`config.mk`:
```
export PLATFORM = sky130hd
export DESIGN_NAME = pc_source_unit
export DESIGN_NICKNAME = d
export VERILOG_FILES = /design/src/rtl/pc_source_pkg.sv /design/src/rtl/pc_source_mux_n.sv /design/src/rtl/pc_source_unit.sv
export SDC_FILE = /design/constraint.sdc
export NUM_CORES = 1
export LEC_CHECK = 0
export ABC_AREA = 0
export CORE_MARGIN = 3
export CORE_UTILIZATION = 25
export DETAILED_ROUTE_END_ITERATION = 7
export SYNTH_ARGS = -nofsm -noshare
export SYNTH_HDL_FRONTEND = slang
export SYNTH_SLANG_ARGS = --single-unit
```
`constraint.sdc`:
```
create_clock -name clk -period 1.8 [get_ports clk]
set_input_delay 0.36 -clock clk [delete_from_list [all_inputs] [get_ports clk]]
set_output_delay 0.36 -clock clk [all_outputs]
set_load 0.02 [all_outputs]
```
`src/rtl/pc_source_pkg.sv`:
```
// rtl/pc_source_pkg.sv - shared state encoding, defaults and source indices for the PC source unit
package pc_source_pkg;

  typedef enum logic {
    IDLE = 1'b0,
    PEND = 1'b1
  } pc_state_t;

  localparam logic [31:0] PC_RESET_VECTOR_DEFAULT = 32'h0000_0000;

  localparam int SRC_PC4    = 0;
  localparam int SRC_ALU    = 1;
  localparam int SRC_ALUOUT = 2;
  localparam int SRC_JUMP   = 3;
  localparam int SRC_EXC    = 4;

  // A 2-way select still needs one selector bit.
  function automatic int sel_width(input int n);
    return (n > 2) ? $clog2(n) : 1;
  endfunction

endpackage

```
`src/rtl/pc_source_mux_n.sv`:
```
// rtl/pc_source_mux_n.sv - combinational N-way WIDTH-bit select with in-range flag
module pc_source_mux_n
  import pc_source_pkg::*;
#(
  parameter int WIDTH = 32,
  parameter int N     = 4,
  parameter int SEL_W = sel_width(N)
) (
  input  logic [SEL_W-1:0]   i_sel,
  input  logic [N*WIDTH-1:0] i_src_flat,
  output logic [WIDTH-1:0]   o_target,
  output logic               o_sel_ok
);

  // Selector codes at or above N match no slot, leaving target zero and sel_ok low.
  always_comb begin
    o_target = '0;
    o_sel_ok = 1'b0;
    for (int i = 0; i < N; i++) begin
      if (i_sel == SEL_W'(i)) begin
        o_target = i_src_flat[i*WIDTH +: WIDTH];
        o_sel_ok = 1'b1;
      end
    end
  end

endmodule

```
`src/rtl/pc_source_unit.sv`:
```
// rtl/pc_source_unit.sv - PC register with N-way source select and one-deep stall redirect buffer
// Optional alignment check enabled by defining PC_SOURCE_ALIGN_CHECK_EN (adds align_err).
module pc_source_unit
  import pc_source_pkg::*;
#(
  parameter int               WIDTH        = 32,
  parameter int               NUM_SRC      = 4,
  parameter logic [WIDTH-1:0] RESET_VECTOR = WIDTH'(PC_RESET_VECTOR_DEFAULT),
  localparam int              SEL_W        = sel_width(NUM_SRC)
) (
  input  logic                     clk,
  input  logic                     reset_n,
  input  logic [SEL_W-1:0]         sel,
  input  logic [NUM_SRC*WIDTH-1:0] src_flat,
  input  logic                     pc_write,
  input  logic                     pc_write_cond,
  input  logic                     cond_zero,
  input  logic                     stall,
  output logic [WIDTH-1:0]         pc,
  output logic                     pending,
  output logic                     sel_err
`ifdef PC_SOURCE_ALIGN_CHECK_EN
  ,
  output logic                     align_err
`endif
);

  pc_state_t        r_state, w_state_nxt;
  logic [WIDTH-1:0] r_pc, w_pc_nxt;
  logic [WIDTH-1:0] r_buf, w_buf_nxt;
  logic             r_sel_err, w_sel_err_nxt;
  logic [WIDTH-1:0] w_target;
  logic             w_sel_ok;
  logic             w_load_req;
  logic             w_accept;
  logic             w_align_ok;
  logic             w_take;

  pc_source_mux_n #(
    .WIDTH (WIDTH),
    .N     (NUM_SRC),
    .SEL_W (SEL_W)
  ) u_mux (
    .i_sel      (sel),
    .i_src_flat (src_flat),
    .o_target   (w_target),
    .o_sel_ok   (w_sel_ok)
  );

  assign w_load_req = pc_write | (pc_write_cond & cond_zero);
  assign w_accept   = w_load_req & w_sel_ok;

`ifdef PC_SOURCE_ALIGN_CHECK_EN
  logic r_align_err;
  assign w_align_ok = (w_target[1:0] == 2'b00);
  always_ff @(posedge clk or negedge reset_n) begin
    if (!reset_n) r_align_err <= 1'b0;
    else          r_align_err <= r_align_err | (w_accept & ~w_align_ok);
  end
  assign align_err = r_align_err;
`else
  assign w_align_ok = 1'b1;
`endif

  assign w_take = w_accept & w_align_ok;

  always_ff @(posedge clk or negedge reset_n) begin
    if (!reset_n) begin
      r_state   <= IDLE;
      r_pc      <= RESET_VECTOR;
      r_buf     <= '0;
      r_sel_err <= 1'b0;
    end else begin
      r_state   <= w_state_nxt;
      r_pc      <= w_pc_nxt;
      r_buf     <= w_buf_nxt;
      r_sel_err <= w_sel_err_nxt;
    end
  end

  always_comb begin
    w_state_nxt   = r_state;
    w_pc_nxt      = r_pc;
    w_buf_nxt     = r_buf;
    w_sel_err_nxt = r_sel_err | (w_load_req & ~w_sel_ok);
    case (r_state)
      IDLE: begin
        if (w_take) begin
          if (stall) begin
            w_buf_nxt   = w_target;
            w_state_nxt = PEND;
          end else begin
            w_pc_nxt = w_target;
          end
        end
      end
      PEND: begin
        if (stall) begin
          if (w_take) w_buf_nxt = w_target;
        end else if (w_accept) begin
          // A fresh request beats the stale buffer; a suppressed one keeps the redirect pending.
          if (w_align_ok) begin
            w_pc_nxt    = w_target;
            w_state_nxt = IDLE;
          end
        end else begin
          w_pc_nxt    = r_buf;
          w_state_nxt = IDLE;
        end
      end
      default: w_state_nxt = IDLE;
    endcase
  end

  assign pc      = r_pc;
  assign pending = (r_state == PEND);
  assign sel_err = r_sel_err;

endmodule

```
==> metrics <==
status finished, violations left; failing checks negative hold slack; worst rel slew slack 43.2%; Critical Path AT 1.99 ns; drt pass-1 iters 5; startpoint type of the worst setup path primary input; critical path buffer and inverter count 1; Core Rows 43; Avg Cell Area, Syn 13.7 µm²; mux contribution to synthesized area 29.7%; final setup violation count 0; Vias/cell 5.24; fin crit period roughly 1.7 ns; all-layer global routing usage 14.4%; Simple-Gate Fraction of Synth Area 0.648%; hpwl dp ~8500 µm; DIE HEIGHT 127 µm; CTS clk-pin slew, worst paths 0.06 ns; Initial Util 26.0%; CTS tree built; synth unique cells 16; Tot Pwr 5.15 mW; CP Cell Sequence clkdlybuf4s50_1 -> nor2b_4 -> a311oi_1 -> a2bb2oi_1; Inserted Diodes 0; min-delay worst type primary input to async pin; Boundary Pins between 150 and 200; initial antenna violation count 0; commonest non-fill, non-tap cells in the layout clkdlybuf4s50_1, dfrtp_1; Worst-Margin Slew between 0.8 and 0.9 ns; sw power 1.43 mW; htree depth 3; number of global-route vias before repair 3481; peak supply drop 0.000401 V; via count 3230; Mapped Area 3670 µm²; CP endpoint kind flip-flop; Clock Sinks 66; TritonCTS Buffers 9; required time of the critical path ~2.0 ns; core footprint approximately 14000 µm²; RSZ-0062 raised after global routing yes; Max Fclk 572 MHz; Max Cap Viol 0; Iter 0 DRT Violations 201; FF+latch count, synth between 60 and 70; Die X ~130 µm; fin crit share a little over nine tenths; Net Sw Frac 27.7%; delay-heaviest family, CP simple AND/OR/NAND/NOR gates; # DRC 0; critical path fanouts, max 32; Clock Path Buffers 2; I/O Buffers 169; fin. max-slew vios 0; largest net degree at the start of global routing 37; Area growth syn-to-layout 61.2%; Hold Vio Cnt, Final 12; skew final a little under 0.006 ns; Post-DRT Antenna Nets 0; register area share after synthesis 45.0%; clock share of power 33.4%; Root Driver clkbuf_16; drt total wl 11800 µm; Leakage 2.23 nW; Mapped Cells 267; die area 16200 µm²; crit path kind primary input to flip-flop; Yosys warning total 0; post-synth net total 403; Final GP Congestion 0.744; internal power component 3.72 mW; Post-CTS Setup Repair Bufs 0; commonest non-fill, non-tap cell in the layout clkdlybuf4s50_1; Comb pwr share 29.4%; area share of fa/ha/maj cells after synthesis 0%; Pwr Density 871 nW/µm²; Avg WL per Cell between 15 and 20 µm; Max stage delay on crit path 0.69 ns; hold_ws -0.00422 ns; gr ovfl total 0; sequential share of power 37.2%; first-pass GRT wire length between 15000 and 20000 µm; xor/xnor cell area share of the yosys netlist 0%; Slowest-stage cell, CP nor2b_4; final net count 567; layout cells sized above 1 a little under a quarter; clk_lat worst skew 0.33 ns; dominant combinational cell family by area after synthesis multiplexers; Synth Area in Compound Gates roughly 20%
-- worst reg2reg max path, cell delays in order, from the launching register on --
cell and delay (ns):
dfrtp_1 0.45, nor2b_4 0.73, a311oi_1 0.21, a2bb2oi_1 0.21
-- registers in the layout, summed over array words and instances, names as in the netlist --
| name | cells |
|---|---|
| sel_err | 1 |
| r_buf | 32 |
| pc | 32 |
| pending | 1 |
-- metal layers --
metal,track usage (%),share of wire (%)
met5,0,0
met4,3.85,0.86
met3,4.31,7.7
met2,24.1,48
met1,18.4,43
-- layout make-up --
class | instances | area [µm²]
fill | 1337 | 8180
multi-input combinational | 167 | 1880
clock inverter | 7 | 70.1
timing repair buffer | 186 | 1860
inverter | 1 | 3.75
sequential | 66 | 1650
clock buffer | 9 | 225
tap | 180 | 225
-- final timing paths --
| check | startpoint | endpoint | slack (ns) | cells past startpoint |
|---|---|---|---|---|
| max in group asynchronous | reset_n | r_buf[17]$_DFFE_PN0P_ | 1.21 | 2 |
| setup / recovery | pc_write | pc[25]$_DFFE_PN0P_ | 0.05 | 4 |
| hold / removal | reset_n | pc[0]$_DFFE_PN0P_ | -0.004 | 1 |
| min in group clk | sel_err$_DFF_PN0_ | sel_err$_DFF_PN0_ | 0.37 | 0 |
| hold reg to reg | sel_err$_DFF_PN0_ | sel_err$_DFF_PN0_ | 0.37 | 0 |
| setup reg to reg | pending$_DFF_PN0_ | pc[25]$_DFFE_PN0P_ | 0.12 | 3 |
-- power by group through the flow --
stage	registers, mW	clock network (mW)	logic [mW]
CTS	1.91	1.76	1.54
floorplan	2.06	0	0.608
global placement	1.93	0	1.50
global route	1.94	1.84	1.62
finish	1.92	1.72	1.51
detailed placement	1.93	0	1.54
-- stage by stage --
stage / cell area, µm² / cells / worst slack [ns] / TNS, ns / util, %
after CTS: 5920 / 616 / 0.0637 / 0 / 42.0
final: 5920 / 616 / 0.0524 / 0 / 42.0
after global placement: 5620 / 600 / -0.239 / -9.14 / 39.9
after floorplan: 3670 / 267 / 0.290 / 0 / -
after global routing: 5920 / 616 / -0.0122 / -0.0156 / 42.0
after detailed placement: 5620 / 600 / -0.301 / -10.81 / 39.9
-- cell usage after synthesis, drive strengths merged --
| library cell | number | area [µm²] |
|---|---|---|
| a311oi | 32 | 280 |
| a2bb2oi | 32 | 280 |
| buf | 11 | 80.1 |
| a211oi | 1 | 12.5 |
| nor2 | 1 | 3.75 |
| nand2 | 2 | 7.51 |
| inv | 1 | 3.75 |
| mux4 | 32 | 728 |
| o21ai | 32 | 160 |
| nor2b | 2 | 12.5 |
| mux2 | 32 | 360 |
| a21o | 1 | 7.51 |
| clkbuf | 22 | 82.6 |
| dfrtp | 66 | 1650 |
-- kinds of logic (layout without fill, tap and decap cells) --
| family | after synthesis | after routing |
|---|---|---|
| buf+inv | 34 | 203 |
| flops | 66 | 66 |
| compound gates | 98 | 98 |
| mux | 64 | 64 |
| simple gates | 5 | 5 |
-- what timing repair did --
| action | CTS | global route |
|---|---|---|
| endpoints found under the setup margin | 1 | 3 |
| hold buffers | 0 | 0 |
| endpoints found under the hold margin | 0 | 0 |
| gates resized for setup | 1 | 0 |
Note: power is estimated with default switching activity, not from simulation.
